`src/rtl/fp_mult_pkg.sv`:
```
// Shared types and helpers for the parametrised floating-point multiplier.
package fp_mult_pkg;

  typedef enum logic [2:0] {
    ST_IDLE,
    ST_MUL,
    ST_NORM,
    ST_ROUND,
    ST_DONE
  } state_t;

  localparam int DEF_EXP_W = 4;
  localparam int DEF_MAN_W = 8;

  function automatic int fp_w(input int exp_w, input int man_w);
    return 1 + exp_w + man_w;
  endfunction

  function automatic int exp_max(input int exp_w);
    return (1 << exp_w) - 1;
  endfunction

  localparam logic [DEF_EXP_W-1:0] EXP_ONES = '1;
  localparam logic [fp_w(DEF_EXP_W, DEF_MAN_W)-1:0] INVALID_ENC =
    {1'b0, {DEF_EXP_W{1'b1}}, {DEF_MAN_W{1'b1}}};

endpackage

```
`src/rtl/fp_mult_param_round.sv`:
```
// Round-to-nearest-even on a stored mantissa plus guard/round/sticky bits.
module fp_round_rne
  import fp_mult_pkg::*;
#(
  parameter int EXP_W = DEF_EXP_W,
  parameter int MAN_W = DEF_MAN_W
) (
  input  logic [MAN_W-1:0]        mant,
  input  logic                    guard_bit,
  input  logic                    round_bit,
  input  logic                    sticky_bit,
  input  logic signed [EXP_W+1:0] e_in,
  output logic [MAN_W-1:0]        mant_out,
  output logic signed [EXP_W+1:0] e_out,
  output logic                    carry,
  output logic                    inexact
);

  logic             round_up;
  logic [MAN_W:0]   sum;

  always_comb begin
    inexact  = guard_bit | round_bit | sticky_bit;
    round_up = guard_bit & (round_bit | sticky_bit | mant[0]);
    sum      = {1'b0, mant} + {{MAN_W{1'b0}}, round_up};
    carry    = sum[MAN_W];
    mant_out = sum[MAN_W-1:0];
    // Carry out of the stored mantissa also lifts a subnormal into the normal range.
    e_out    = e_in + $signed({{(EXP_W+1){1'b0}}, carry});
  end

endmodule

```
`src/rtl/fp_mult_param.sv`:
```
// Multi-cycle sign/exponent/mantissa multiplier with denormals, RNE rounding and IEEE-style flags.
module fp_mult_param
  import fp_mult_pkg::*;
#(
  parameter int EXP_W = DEF_EXP_W,
  parameter int MAN_W = DEF_MAN_W,
  parameter int BIAS  = 2**(EXP_W-1) - 1
) (
  input  logic                            clk,
  input  logic                            rst,
  input  logic                            in_valid,
  output logic                            in_ready,
  input  logic [fp_w(EXP_W, MAN_W)-1:0]   a,
  input  logic [fp_w(EXP_W, MAN_W)-1:0]   b,
  output logic                            out_valid,
  input  logic                            out_ready,
  output logic [fp_w(EXP_W, MAN_W)-1:0]   y,
  output logic                            overflow,
  output logic                            underflow,
  output logic                            inexact,
  output logic                            invalid
);

  localparam int W  = fp_w(EXP_W, MAN_W);
  localparam int SW = MAN_W + 1;
  localparam int PW = 2 * SW;
  localparam int EW = EXP_W + 2;

  localparam logic signed [EW-1:0] E_ONE  = EW'(1);
  localparam logic signed [EW-1:0] E_BIAS = EW'(BIAS);
  localparam logic signed [EW-1:0] E_INF  = EW'(exp_max(EXP_W));
  localparam logic signed [EW-1:0] E_CAP  = EW'(MAN_W + 2);
  localparam logic [EXP_W-1:0]     EXP_ALL1 = '1;
  localparam logic [MAN_W-1:0]     MAN_ALL1 = '1;
  localparam logic [PW-2:0]        LOW_ONES = '1;

  state_t state, state_nx;

  logic [W-1:0]          a_r, b_r;
  logic                  sign_r;
  logic [PW-1:0]         prod_r;
  logic signed [EW-1:0]  e_r;
  logic                  stk_r;

  logic                  accept;
  logic [EXP_W-1:0]      ea, eb;
  logic [MAN_W-1:0]      ma, mb;
  logic                  sa, sb;
  logic                  a_inf, b_inf, a_zero, b_zero, special;
  logic [PW-1:0]         prod_mul;
  logic signed [EW-1:0]  eff_a, eff_b, e_mul;

  logic signed [EW-1:0]  sh_raw;
  logic [EW-1:0]         sh;
  logic [PW-2:0]         shifted;
  logic                  lost, hidden;
  logic [MAN_W-1:0]      mant_pre, mant_rnd;
  logic                  g_bit, r_bit, s_bit;
  logic signed [EW-1:0]  e_pre, e_rnd;
  logic                  rnd_carry, rnd_inexact, ovf;

  assign in_ready = (state == ST_IDLE) & ~rst;
  assign accept   = in_valid & in_ready;

  assign sa = a_r[W-1];
  assign sb = b_r[W-1];
  assign ea = a_r[MAN_W +: EXP_W];
  assign eb = b_r[MAN_W +: EXP_W];
  assign ma = a_r[MAN_W-1:0];
  assign mb = b_r[MAN_W-1:0];

  assign a_inf   = &ea;
  assign b_inf   = &eb;
  assign a_zero  = (ea == '0) && (ma == '0);
  assign b_zero  = (eb == '0) && (mb == '0);
  assign special = a_inf | b_inf | a_zero | b_zero;

  assign prod_mul = {{SW{1'b0}}, |ea, ma} * {{SW{1'b0}}, |eb, mb};
  assign eff_a    = (ea == '0) ? E_ONE : $signed({2'b00, ea});
  assign eff_b    = (eb == '0) ? E_ONE : $signed({2'b00, eb});
  assign e_mul    = eff_a + eff_b - E_BIAS;

  always_ff @(posedge clk or posedge rst) begin
    if (rst) state <= ST_IDLE;
    else     state <= state_nx;
  end

  always_comb begin
    state_nx = state;
    unique case (state)
      ST_IDLE:  if (accept) state_nx = ST_MUL;
      ST_MUL:   state_nx = special ? ST_DONE : ST_NORM;
      ST_NORM:  if (prod_r[PW-1] || prod_r[PW-2] || !(e_r > E_ONE)) state_nx = ST_ROUND;
      ST_ROUND: state_nx = ST_DONE;
      ST_DONE:  if (out_ready) state_nx = ST_IDLE;
      default:  state_nx = ST_IDLE;
    endcase
  end

  // Denormalise into the subnormal range; the MSB is always clear here after NORM.
  always_comb begin
    sh_raw = '0;
    sh     = '0;
    if (e_r < E_ONE) begin
      sh_raw = E_ONE - e_r;
      sh     = (sh_raw > E_CAP) ? E_CAP : sh_raw;
    end
    shifted  = prod_r[PW-2:0] >> sh;
    lost     = |(prod_r[PW-2:0] & ~(LOW_ONES << sh));
    hidden   = shifted[PW-2];
    mant_pre = shifted[PW-3 -: MAN_W];
    g_bit    = shifted[MAN_W-1];
    r_bit    = shifted[MAN_W-2];
    s_bit    = (|shifted[MAN_W-3:0]) | lost | stk_r;
    e_pre    = hidden ? e_r : '0;
  end

  fp_round_rne #(.EXP_W(EXP_W), .MAN_W(MAN_W)) u_round (
    .mant       (mant_pre),
    .guard_bit  (g_bit),
    .round_bit  (r_bit),
    .sticky_bit (s_bit),
    .e_in       (e_pre),
    .mant_out   (mant_rnd),
    .e_out      (e_rnd),
    .carry      (rnd_carry),
    .inexact    (rnd_inexact)
  );

  assign ovf = (e_rnd >= E_INF);

  always_ff @(posedge clk or posedge rst) begin
    if (rst) begin
      a_r       <= '0;
      b_r       <= '0;
      sign_r    <= 1'b0;
      prod_r    <= '0;
      e_r       <= '0;
      stk_r     <= 1'b0;
      y         <= '0;
      overflow  <= 1'b0;
      underflow <= 1'b0;
      inexact   <= 1'b0;
      invalid   <= 1'b0;
      out_valid <= 1'b0;
    end else begin
      unique case (state)
        ST_IDLE: if (accept) begin
          a_r       <= a;
          b_r       <= b;
          overflow  <= 1'b0;
          underflow <= 1'b0;
          inexact   <= 1'b0;
          invalid   <= 1'b0;
        end
        ST_MUL: begin
          sign_r <= sa ^ sb;
          prod_r <= prod_mul;
          e_r    <= e_mul;
          stk_r  <= 1'b0;
          if (special) begin
            out_valid <= 1'b1;
            if (a_inf | b_inf) begin
              invalid <= a_zero | b_zero;
              y       <= {sa ^ sb, EXP_ALL1, (a_zero | b_zero) ? MAN_ALL1 : '0};
            end else begin
              y <= {sa ^ sb, {(W-1){1'b0}}};
            end
          end
        end
        ST_NORM: begin
          if (prod_r[PW-1]) begin
            prod_r <= prod_r >> 1;
            stk_r  <= stk_r | prod_r[0];
            e_r    <= e_r + E_ONE;
          end else if (!prod_r[PW-2] && (e_r > E_ONE)) begin
            prod_r <= prod_r << 1;
            e_r    <= e_r - E_ONE;
          end
        end
        ST_ROUND: begin
          out_valid <= 1'b1;
          if (ovf) begin
            y         <= {sign_r, EXP_ALL1, {MAN_W{1'b0}}};
            overflow  <= 1'b1;
            underflow <= 1'b0;
            inexact   <= 1'b1;
          end else begin
            y         <= {sign_r, e_rnd[EXP_W-1:0], mant_rnd};
            overflow  <= 1'b0;
            underflow <= ~(|e_pre) & ~rnd_carry;
            inexact   <= rnd_inexact;
          end
        end
        ST_DONE: if (out_ready) out_valid <= 1'b0;
        default: ;
      endcase
    end
  end

endmodule
```
`config.mk`:
```
export PLATFORM = sky130hd
export DESIGN_NAME = fp_mult_param
export DESIGN_NICKNAME = d
export VERILOG_FILES = /design/src/rtl/fp_mult_pkg.sv /design/src/rtl/fp_mult_param_round.sv /design/src/rtl/fp_mult_param.sv
export SDC_FILE = /design/constraint.sdc
export NUM_CORES = 1
export LEC_CHECK = 0
export BUFFER_PORTS_ARGS = -buffer_cell sky130_fd_sc_hd__buf_2
export CAP_MARGIN = 20
export CORE_MARGIN = 5
export CORE_UTILIZATION = 30
export CTS_BUF_LIST = sky130_fd_sc_hd__clkbuf_16
export DETAILED_ROUTE_END_ITERATION = 6
export PLACE_DENSITY_LB_ADDON = 0.05
export SKIP_CTS_REPAIR_TIMING = 1
export SLEW_MARGIN = 25
export SYNTH_ARGS = -nofsm -noshare
export SYNTH_HDL_FRONTEND = slang
export SYNTH_HIERARCHICAL = 1
export SYNTH_SLANG_ARGS = --single-unit
export TNS_END_PERCENT = 30
```
`constraint.sdc`:
```
create_clock -name clk -period 5.55 [get_ports clk]
set_input_delay 0.2775 -clock clk [delete_from_list [all_inputs] [get_ports clk]]
set_output_delay 0.2775 -clock clk [all_outputs]
set_load 0.01 [all_outputs]
```
# After elaboration in Yosys (flattened, before gate mapping)

Index checks and enable logic that the tools add are counted.

$add $sub $neg: 7
Multiply operators: 1
Order comparisons: 4
Equality and inequality tests: 11
Shift-type cells: 2
Muxes and demuxes: 36
Bitwise logic cells: 21
Reductions and logical operators: 32

Operators with widths:

| kind                                              | number |
|---|---|
| two-way mux 18 bit                                | 2 |
| case mux 18 bit (2 select lines)                  | 1 |
| two-way mux 6 bit                                 | 5 |
| case mux 13 bit (2 select lines)                  | 1 |
| two-way mux 12 bit                                | 2 |
| multiplier 9 x 9 -> 18 bit                        | 1 |
| bitwise AND 17 bit                                | 1 |
| inverter 17 bit                                   | 1 |
| OR reduction 17 bit                               | 1 |
| left shift 17 x 6 -> 17 bit, first input constant | 1 |
| >> shifter 17 x 6 -> 17 bit                       | 1 |
| zero test 8 bit                                   | 2 |
| case mux 3 bit (5 select lines)                   | 1 |
| two-way mux 13 bit                                | 1 |
| two-way mux 3 bit                                 | 4 |
| inequality test 2 bit, second input constant      | 6 |
| case mux 6 bit (2 select lines)                   | 1 |
| AND reduction 4 bit                               | 3 |
| OR reduction 6 bit                                | 2 |
| OR 1 bit                                          | 11 |
| case mux 1 bit (2 select lines)                   | 5 |
| AND reduction 2 bit                               | 5 |
| adder 8 x 1 -> 9 bit                              | 1 |
| two-way mux 1 bit                                 | 9 |
| other kinds (29)                                  | 46 |

Register bits after elaboration: 73
Bits of input ports: 30
Output and inout bits: 19
Logic and storage cells: 128

# Depth between registers and ports, before layout

Depth in word-level cells: 18
Mapped depth: 27
Depth with buffers taken out: 24

# Hierarchy

Netlist, hierarchy kept.

By module, submodules not included:

| module        | instances | cells an instance | area each (um^2) | seq. area each (um^2) |
|---|---|---|---|---|
| fp_mult_param | 1         | 844               | 7247.0           | 1826.8 |
| fp_round_rne  | 1         | 32                | 236.5            | 0.0 |

# Worst setup path before layout

Ideal clock, no wire load.

Path kind: reg2reg
Start: register e_r[1]
End: register y[0]
Library setup time: 83 ps
Arrival time: 5448 ps
Data required time: 5467 ps
Path slack: 19 ps
Cell stages (with the launch flop): 27
Path buffers: 2
Period minus slack after synthesis: 5531 ps
Cells stage by stage: dfrtp_1 -> clkbuf_1 -> inv_1 -> ha_1 -> clkbuf_1 -> or4b_2 -> a21boi_2 -> nor2_1 -> nor2_1 -> o21bai_1 -> mux2i_1 -> a211oi_1 -> a211oi_1 -> and2_1 -> ha_1 -> nand2_1 -> nor2_1 -> and3_1 -> ha_1 -> ha_1 -> nand3_1 -> xnor2_1 -> a41oi_1 -> nor2_1 -> nor2_1 -> a21oi_1 -> o21ai_0

Elaborated cells between the ends (all ways): 22
Those cells by class: add/sub: 3; order compare: 3; shift: 2; mux: 5; bitwise: 7; reduce/logical: 2

RTL lines:

| item                                 | RTL line                  | source |
|---|---|---|
| start: declaration                   | fp_mult_param.sv:42       | `logic signed [EW-1:0] e_r;` |
| start signal: assignment             | fp_mult_param.sv:159      | `e_r <= e_mul;` |
| start signal: assignment             | fp_mult_param.sv:175      | `e_r <= e_r + E_ONE;` |
| start signal: assignment             | fp_mult_param.sv:178      | `e_r <= e_r - E_ONE;` |
| subtractor 2 x 6 -> 6 bit            | fp_mult_param.sv:105      | `sh_raw = E_ONE - e_r;` |
| > comparator 6 x 5 -> 1 bit          | fp_mult_param.sv:106      | `sh = (sh_raw > E_CAP) ? E_CAP : sh_raw;` |
| two-way mux 6 bit                    | fp_mult_param.sv:106      |  |
| two-way mux 6 bit (*)                | fp_mult_param.sv:104      | `if (e_r < E_ONE) begin` |
| >> shifter 17 x 6 -> 17 bit (*)      | fp_mult_param.sv:108      | `shifted = prod_r[PW-2:0] >> sh;` |
| net shifted[7]                       | fp_mult_param.sv:55       | `logic [PW-2:0] shifted;` |
| bitwise AND 1 bit (*)                | fp_mult_param_round.sv:24 | `round_up = guard_bit & (round_bit \| sticky_bit \| mant[0]);` |
| adder 8 x 1 -> 9 bit (*)             | fp_mult_param_round.sv:25 | `sum = {1'b0, mant} + {{MAN_W{1'b0}}, round_up};` |
| net rnd_carry                        | fp_mult_param.sv:60       | `logic rnd_carry, rnd_inexact, ovf;` |
| adder 6 x 2 -> 6 bit (*)             | fp_mult_param_round.sv:29 | `e_out = e_in + $signed({{(EXP_W+1){1'b0}}, carry});` |
| net e_rnd[4]                         | fp_mult_param.sv:59       | `logic signed [EW-1:0] e_pre, e_rnd;` |
| >= comparator 6 x 5 -> 1 bit (*)     | fp_mult_param.sv:130      | `assign ovf = (e_rnd >= E_INF);` |
| two-way mux 12 bit (*)               | fp_mult_param.sv:183      | `if (ovf) begin` |
| case mux 13 bit (2 select lines) (*) | fp_mult_param.sv:147      | `unique case (state)` |
| end signal: assignment               | fp_mult_param.sv:165      | `y <= {sa ^ sb, EXP_ALL1, (a_zero \| b_zero) ? MAN_ALL1 : '0};` |
| end signal: assignment               | fp_mult_param.sv:184      | `y <= {sign_r, EXP_ALL1, {MAN_W{1'b0}}};` |
| end signal: assignment               | fp_mult_param.sv:189      | `y <= {sign_r, e_rnd[EXP_W-1:0], mant_rnd};` |
| end: declaration                     | fp_mult_param.sv:17       | `output logic [fp_w(EXP_W, MAN_W)-1:0] y,` |

Mark *: on every way through the listed nets, which the timed path passes. The rest lies on a longest branch.
A chain may end at the register's enable or synchronous reset.

# Worst setup path after layout

Start: register e_r[1]
End: register y[9]

Same word-level chain as after synthesis.

==> impl_metrics.py <==
metrics = {
    "global_route": {
        "grt_pass1_vias": 6450,
        "antenna_found_initial": 0,
        "grt_overflow": 0,
        "grt_pass1_wl_mm": 34.4,
        "grt_max_degree": 47,
        "track_usage_pct": 14.8,
    },
    "sta": {
        "finalCritPeriodShare_pct": 94.5,
        "relSlewSlack_pct": 35.7,
        "period_minus_slack_ns": 5.24,
        "rsz0062_at_grt": "no",
        "setup_tns_ns": 0,
        "worstMarginPinSlew_ns": 0.957,
        "finalSetupViolations": 0,
        "skew_ns": 0.0123,
        "drv_slew": 0,
        "fmax_mhz": 191,
        "finalHoldViolCount": 0,
    },
    "finish": {
        "drive_gt1_share_pct": 16.8,
        "multi_input_area_mm2": 0.00507,
        "n_fill_cell": 2594,
        "area_growth_pct": 13.3,
        "stdcell_area_mm2": 0.00848,
        "regArea_mm2": 0.00183,
        "fin_nets": 1048,
        "n_antenna_cell": 0,
    },
    "synth": {
        "yosys_warnings": 6,
        "yosysTopAreaCell": "dfrtp_1",
        "netlist_area_mm2": 0.00748,
        "post-synth-top-count-cell": "inv_1",
        "ys_top_cells_by_count": "inv_1, nand2_1, dfrtp_1, nor2_1",
        "postSynthCellCount": 876,
        "synthFlopType": "dfrtp_1",
        "yosys.area.top_type_share_pct": 24.4,
        "synth_seq_cells": 73,
        "synth_edf_count": 0,
        "synthTopCellsByArea": "dfrtp_1, fa_1, ha_1",
        "ys_types": 69,
        "syn-num-nets": 1011,
        "synthArstFlopShare_pct": 100,
        "seq_area_frac_synth_pct": 24.4,
        "syn_avg_cell_area_um2": 8.54,
    },
    "placement": {
        "gp_congestion": 0.837,
        "dp_hpwl_mm": 16.7,
        "port_buffers": 48,
        "placed_cell_area_mm2": 0.00816,
    },
    "route": {
        "routed-via-count": 6234,
        "vias_per_cell": 5.02,
        "drt_first_pass_iters": 7,
        "drt_iter0_drc": 403,
        "wire_per_inst_um": 16.6,
        "drc": 0,
        "antenna_left": 0,
        "drt-total-wl_mm": 20.7,
    },
    "worst_setup_path": {
        "worstSetupPathType": "flop to flop",
        "cp_slowest_cell": "or4b_2",
        "path_max_fanout": 7,
        "required_ns": 5.81,
        "start_kind": "flop",
        "slowest_delay_ns": 0.68,
        "arrival_ns": 5.50,
        "crit_top_cell": "ha_1",
        "endpoint_kind": "flop",
    },
    "clock_tree": {
        "clk_pin_slew_ns": 0.06,
        "worstSkewPairLatency_ns": 0.35,
        "cts_buffers": 9,
        "clock-sinks": 73,
        "cts_tree": "built",
        "clock_path_buffers": 2,
        "ctsRootBufferMaster": "clkbuf_16",
        "cts_htree_levels": 3,
    },
    "die": {
        "fp.dieW_um": 168,
        "rows": 57,
        "core_mm2": 0.0245,
        "ios": 49,
        "start_util_pct": 30.6,
        "die_h_um": 168,
        "dieArea_mm2": 0.0282,
    },
    "run": {
        "maxCapViolations": 0,
    },
    "status": {
        "outcome": "finished clean",
    },
    "worst_hold_path": {
        "hold_path_class": "primary input to async pin",
    },
}
==> logic make-up after synthesis <==
family	after synthesis	synth area share, %
compound gates	171	15.0
xor+xnor	27	3.16
fa+ha+maj	105	22.7
buf+inv	161	8.39
flops	73	24.4
mux	51	7.34
simple gates	288	19.0
==> per-layer routing <==
metal  GRT usage [%]  up-vias  part of all wire [%]
li1                -     3065                     -
met1            19.5     3036                    47
met2            24.9      109                    48
met3            2.20       24                   2.9
met4            5.15        0                   2.4
met5               0        -                     0
==> layout make-up <==
class | instances | area share, %
clock buffers | 9 | 2.66
multi-input cells | 642 | 59.8
flip-flops and latches | 73 | 21.6
well taps | 324 | 4.78
inverters | 102 | 4.51
clock inverters | 7 | 0.561
repair buffers | 85 | 6.11
==> path summary, 6_finish.rpt <==
check / start / endpoint / slack (ns) / depth (start not counted)
setup / recovery: e_r[1] / y[9] / 0.31 / 25
hold / removal: rst / a_r[8] / 0.003 / 2
setup reg to reg: e_r[1] / y[9] / 0.31 / 25
hold reg to reg: y[2] / y[2] / 0.48 / 2
max in group asynchronous: rst / e_r[2] / 4.49 / 3
min in group clk: b[5] / b_r[5] / 0.16 / 2
==> state kept, by name (all words and copies together) (netlist names), 3 cells and up <==
name,flops
a_r,13
b_r,13
e_r,6
prod_r,18
state,3
y,13
==> critical path: cells and delay by family (launching register included) <==
kind / cells / cell delay (ns)
AO/OA/AOI/OAI: 7 / 1.25
XOR/XNOR: 1 / 0.22
adder cells (fa/ha/maj): 4 / 0.83
buffers and inverters: 3 / 0.39
flip-flops: 1 / 0.34
multiplexers: 1 / 0.25
AND/OR/NAND/NOR: 9 / 1.89
==> cell usage in the layout, fill, tap and decap left out, types with 11 or more instances in the layout <==
cell type,n
buf_2,48
buf_4,37
nor3_1,20
xnor2_1,19
o21ai_0,25
fa_1,51
mux2_2,28
mux2i_1,22
inv_1,102
dfrtp_1,72
a31oi_1,19
nand3_1,16
nand2_1,83
and2_1,43
a21oi_1,53
nor2_1,64
nor4_1,11
ha_1,54
a221oi_1,13
==> stage by stage <==
| stage | setup slack, ns | hold slack (ns) | util [%] | cells |
|---|---|---|---|---|
| finish | 0.307 | 0.00324 | 34.7 | 1242 |
| global route | 0.00432 | 0.0687 | 34.7 | 1242 |
| CTS | 0.0180 | 0.00822 | 34.5 | 1242 |
| detailed placement | 0.0421 | 0.384 | 33.4 | 1226 |
| global placement | 0.273 | 0.380 | 33.4 | 1226 |
| floorplan | 0.0187 | 0.428 | - | 876 |
Power is left out: the tool's default activity adds up to more than one toggle a clock period on the data nets, which glitch-free logic cannot reach.
